--- config.mk ---
export PLATFORM = sky130hd
export DESIGN_NAME = serial_add_ctrl
export DESIGN_NICKNAME = d
export VERILOG_FILES = /design/src/rtl/serial_add_ctrl.sv
export SDC_FILE = /design/constraint.sdc
export NUM_CORES = 1
export LEC_CHECK = 0
export CAP_MARGIN = 10
export CORE_MARGIN = 10
export CORE_UTILIZATION = 44
export DETAILED_ROUTE_END_ITERATION = 7
export PLACE_DENSITY = 0.83
export REMOVE_ABC_BUFFERS = 1
export SYNTH_ARGS = -nofsm -noshare
export SYNTH_HDL_FRONTEND = slang
export SYNTH_SLANG_ARGS = --single-unit
--- constraint.sdc ---
create_clock -name clk -period 1.3 [get_ports clk]
set_input_delay 0.26 -clock clk [delete_from_list [all_inputs] [get_ports clk]]
set_output_delay 0.26 -clock clk [all_outputs]
set_load 0.02 [all_outputs]
--- src/rtl/serial_add_ctrl.sv ---
// Bit-serial adder: one full-adder slice, one operand bit per clock, LSB first.
// Optional signed-overflow output is enabled by defining SERIAL_ADD_OVF_EN.
module serial_add_ctrl #(
  parameter int WIDTH = 8
) (
  input  logic             clk,
  input  logic             rst_n,
  input  logic             in_valid,
  output logic             in_ready,
  input  logic [WIDTH-1:0] a,
  input  logic [WIDTH-1:0] b,
  input  logic             cin,
  output logic             out_valid,
  input  logic             out_ready,
  output logic [WIDTH-1:0] sum,
  output logic             co,
  output logic             busy
`ifdef SERIAL_ADD_OVF_EN
  ,
  output logic             ovf
`endif
);

  localparam int CW = $clog2(WIDTH);

  typedef enum logic [1:0] {
    IDLE,
    RUN,
    DONE
  } state_t;

  state_t          state, state_next;
  logic [WIDTH-1:0] a_sr, b_sr, sum_sr;
  logic             carry;
  logic [CW-1:0]    cnt;
  logic             bit_s, carry_next, last_bit;

  // State register
  always_ff @(posedge clk or negedge rst_n) begin
    if (!rst_n) state <= IDLE;
    else        state <= state_next;
  end

  // Next-state decode and the combinational full-adder slice
  always_comb begin
    state_next = state;
    bit_s      = a_sr[0] ^ b_sr[0] ^ carry;
    carry_next = (a_sr[0] & b_sr[0]) | (a_sr[0] & carry) | (b_sr[0] & carry);
    last_bit   = (cnt == CW'(WIDTH - 1));
    case (state)
      IDLE:    if (in_valid) state_next = RUN;
      RUN:     if (last_bit) state_next = DONE;
      DONE:    if (out_ready) state_next = IDLE;
      default: state_next = IDLE;
    endcase
  end

  // Datapath: operand shifters, carry flop, serial sum reassembly
  always_ff @(posedge clk or negedge rst_n) begin
    if (!rst_n) begin
      a_sr   <= '0;
      b_sr   <= '0;
      sum_sr <= '0;
      carry  <= 1'b0;
      cnt    <= '0;
      co     <= 1'b0;
    end else begin
      case (state)
        IDLE: begin
          if (in_valid) begin
            a_sr  <= a;
            b_sr  <= b;
            carry <= cin;
            cnt   <= '0;
          end
        end
        RUN: begin
          sum_sr <= {bit_s, sum_sr[WIDTH-1:1]};
          a_sr   <= a_sr >> 1;
          b_sr   <= b_sr >> 1;
          carry  <= carry_next;
          cnt    <= cnt + CW'(1);
          if (last_bit) co <= carry_next;
        end
        default: ;
      endcase
    end
  end

`ifdef SERIAL_ADD_OVF_EN
  // Signed overflow: carry into the MSB differs from carry out of it
  always_ff @(posedge clk or negedge rst_n) begin
    if (!rst_n)                        ovf <= 1'b0;
    else if (state == RUN && last_bit) ovf <= carry ^ carry_next;
  end
`endif

  assign in_ready  = (state == IDLE);
  assign out_valid = (state == DONE);
  assign busy      = (state != IDLE);
  assign sum       = sum_sr;

endmodule

==> summary.txt <==
Cells and area
  • Share of final-layout standard cells stronger than drive strength 1: 54.0%
  • Leading cell type in the layout, fill and taps excluded: sky130_fd_sc_hd__dfrtp_1
  • Final Util: 75.2%
  • Post-layout nets: 199
  • Area growth, synth to finish: 66.4%
  • Final standard cell count with taps included and fillers excluded: 222
  • Leading cell types in the layout, fill and taps excluded: 31 x sky130_fd_sc_hd__dfrtp_1, 20 x sky130_fd_sc_hd__clkdlybuf4s50_1, 20 x sky130_fd_sc_hd__buf_6, 9 x sky130_fd_sc_hd__mux2_4, 7 x sky130_fd_sc_hd__clkbuf_2
  • Diodes inserted: 0

Yosys
  • Post-synthesis cell type with the largest combined area: sky130_fd_sc_hd__dfrtp_1
  • Synthesized cell area: 0.00150 mm²
  • Top cell type's share of synthesized area: 51.8%
  • Ranking of synthesized cells by area: sky130_fd_sc_hd__dfrtp_1 52%, sky130_fd_sc_hd__o221a_2 7.5%, sky130_fd_sc_hd__or4b_1 6.7%
  • Number of cells produced by synthesis: 116
  • Unique masters post-synth: 27
  • Post-synthesis sequential element count: 31
  • Mean post-synth cell area: 12.9 µm²
  • Synthesis warning total: 0
  • Share of synthesized area occupied by flip-flops and latches: 51.8%

Flow run
  • Maxcap violations: 0

Drt
  • # DRC: 0
  • Post-route antenna net violation count: 0
  • Starting DRC count in detailed routing: 98
  • Routed WL per cell: 22.5 µm
  • Vias/cell: 5.77
  • Number of optimization iterations in the first detailed-route pass: 4
  • Vias post-DR: 1282
  • DRT Wirelength: 4.99 mm

CTS
  • Number of buffers inserted by hold repair at cts: 0
  • Reg clk slew, reported paths: 0.10 ns
  • Clock Path Buffers: 2
  • Level count of the clock H-tree: 2
  • Cell at the root of the clock tree: sky130_fd_sc_hd__clkbuf_4
  • Clock insertion delay at the later pin of the skew report: 0.34 ns
  • TritonCTS clock tree: built
  • Number of clock sinks: 31
  • Clock buffer count from CTS: 5

Die
  • Die Area: 0.00613 mm²
  • Core Area: 0.00331 mm²
  • # IOs: 33
  • Die Height: 78.3 µm
  • Number of rows created at floorplan: 21
  • Starting density of the core: 45.2%
  • X dimension of the die: 78.3 µm

Min path
  • Worst min-delay path category: input port to async pin

STA
  • Maximum frequency from static timing analysis: 663 MHz
  • Final period utilization: 116%
  • Setup violation total in the final timing report: 31
  • Slew headroom: 82.5%
  • RSZ-0062 raised after global routing: yes
  • Count of pins over their slew limit: 0
  • Largest clock skew in the final design: 0.0126 ns
  • Least setup slack across all paths after layout: -0.208 ns
  • Hold Slack: 0.272 ns
  • Worst-margin pin slew: 0.259 ns
  • Number of hold violations in the final report: 0
  • Setup TNS: -3.92 ns
  • Final Critical Period: 1.51 ns

Placement
  • Pre-CTS setup slack: -0.352 ns
  • HPWL reported at the end of detailed placement: 2.42 mm
  • Global placement routability congestion: 0.748
  • Buffers on Ports: 32
  • Cell total after placement: 195

Setup path
  • Crit Reg-Reg Startpoint: state[0]$_DFFE_PN0P_
  • Kind of end point of the critical path: primary output
  • Startpoint-to-endpoint class of the critical path: register to primary output
  • Startpoint kind of the worst setup timing path: register
  • Data required, critical path: 1.04 ns
  • Worst path arrival time: 1.25 ns
  • Worst R2R Path Depth: 4
  • Largest fanout on the critical path: 3
  • Capture instance of the worst register-to-register path: a_sr[1]$_DFFE_PN0P_
  • Register-to-register setup slack: -0.21 ns

Global routing
  • Overflow left after global routing: 0
  • Antenna violations before repair: 0
  • First-pass GRT wire length: 7.07 mm
  • Overall routing resource usage: 14.4%
  • Pin count of the biggest net entering global routing: 32
  • Vias in the first global route: 1398

Power
  • Total leakage power: 1.12 nW
  • Worst-case vdd ir drop: 1050 µV
  • PwrDens: 2400 mW/mm²

Status
  • Violated checks: setup timing
  • Outcome: finished, violations left
-- cell usage after synthesis (all sizes together) --
cell	instances
o21ai	1
buf	8
nor4b	5
a211o	2
inv	7
clkbuf	3
o221a	10
nor2b	1
dfrtp	31
nor3b	7
or4b	10
nor4bb	2
nand3b	1
mux2i	1
or2	1
a21oi	1
mux2	9
ha	2
o21bai	1
nand2b	4
a22o	2
a211oi	5
fa	1
o21ba	1
-- per-layer routing --
metal / vias to the layer above / GRT usage, % / wire length (µm)
met5: - / 0 / 0
met4: 0 / 8.06 / 138
met3: 13 / 3.64 / 171
met2: 47 / 25.9 / 2800
met1: 659 / 14.9 / 1880
li1: 563 / - / -
-- critical path, stage by stage (launching register included) --
cell and delay, ns:
sky130_fd_sc_hd__dfrtp_1 0.44, sky130_fd_sc_hd__or2_4 0.29, sky130_fd_sc_hd__inv_2 0.07, sky130_fd_sc_hd__buf_6 0.11
-- what timing repair did --
item,in CTS,in global routing
gates cloned,1,2
buffers inserted,11,7
gates resized for setup,68,55
endpoints found under the setup margin,35,40
pin swaps,14,18
-- kinds of logic (layout without fill, tap and decap cells) --
kind of cell / after synthesis / count (layout) / share of synthesized area, %
flops: 31 / 31 / 51.8
simple gates: 31 / 31 / 17.5
compound gates: 23 / 23 / 14.5
buf+inv: 18 / 78 / 5.77
mux: 10 / 10 / 7.44
fa+ha+maj: 3 / 3 / 3.01
-- registers in the layout, summed over array words and instances, names as in the netlist --
| name | flops |
|---|---|
| sum | 8 |
| b_sr | 8 |
| cnt | 3 |
| a_sr | 8 |
| co | 1 |
| state | 2 |
| carry | 1 |
-- through the flow --
| step | cell area [µm²] | power (mW) |
|---|---|---|
| after floorplan | 1440 | 3.03 |
| after global placement | 1930 | 3.87 |
| after detailed placement | 1930 | 4.00 |
| after CTS | 2240 | 5.00 |
| after global routing | 2490 | 6.30 |
| final | 2490 | 5.97 |
-- power by group --
group | leakage, nW | switching (mW) | total [mW] | internal, mW
clock network | 0.0386 | 0.344 | 0.662 | 0.318
logic | 0.714 | 1.48 | 3.51 | 2.02
registers | 0.363 | 0.373 | 1.81 | 1.43
total | 1.12 | 2.20 | 5.97 | 3.77
-- layout make-up --
class / instances / area, µm²
Fill cell: 221 / 821
Tap cell: 46 / 57.6
Sequential cell: 31 / 776
Multi-Input combinational cell: 67 / 886
Inverter: 7 / 26.3
Clock buffer: 8 / 68.8
Timing Repair Buffer: 63 / 676
-- worst max-delay path by stage --
stage	startpoint	end	slack, ns
final	state[1]$_DFFE_PN0P_	in_ready	-0.21
after CTS	state[1]$_DFFE_PN0P_	in_ready	-0.16
after detailed placement	in_valid	carry$_DFFE_PN0P_	-0.35
after floorplan	state[1]$_DFFE_PN0P_	sum[0]$_DFFE_PN0P_	-0.40
after global routing	state[0]$_DFFE_PN0P_	a_sr[1]$_DFFE_PN0P_	-0.24
after global placement	in_valid	b_sr[4]$_DFFE_PN0P_	-0.31
Note: power is estimated with default switching activity, not from simulation.
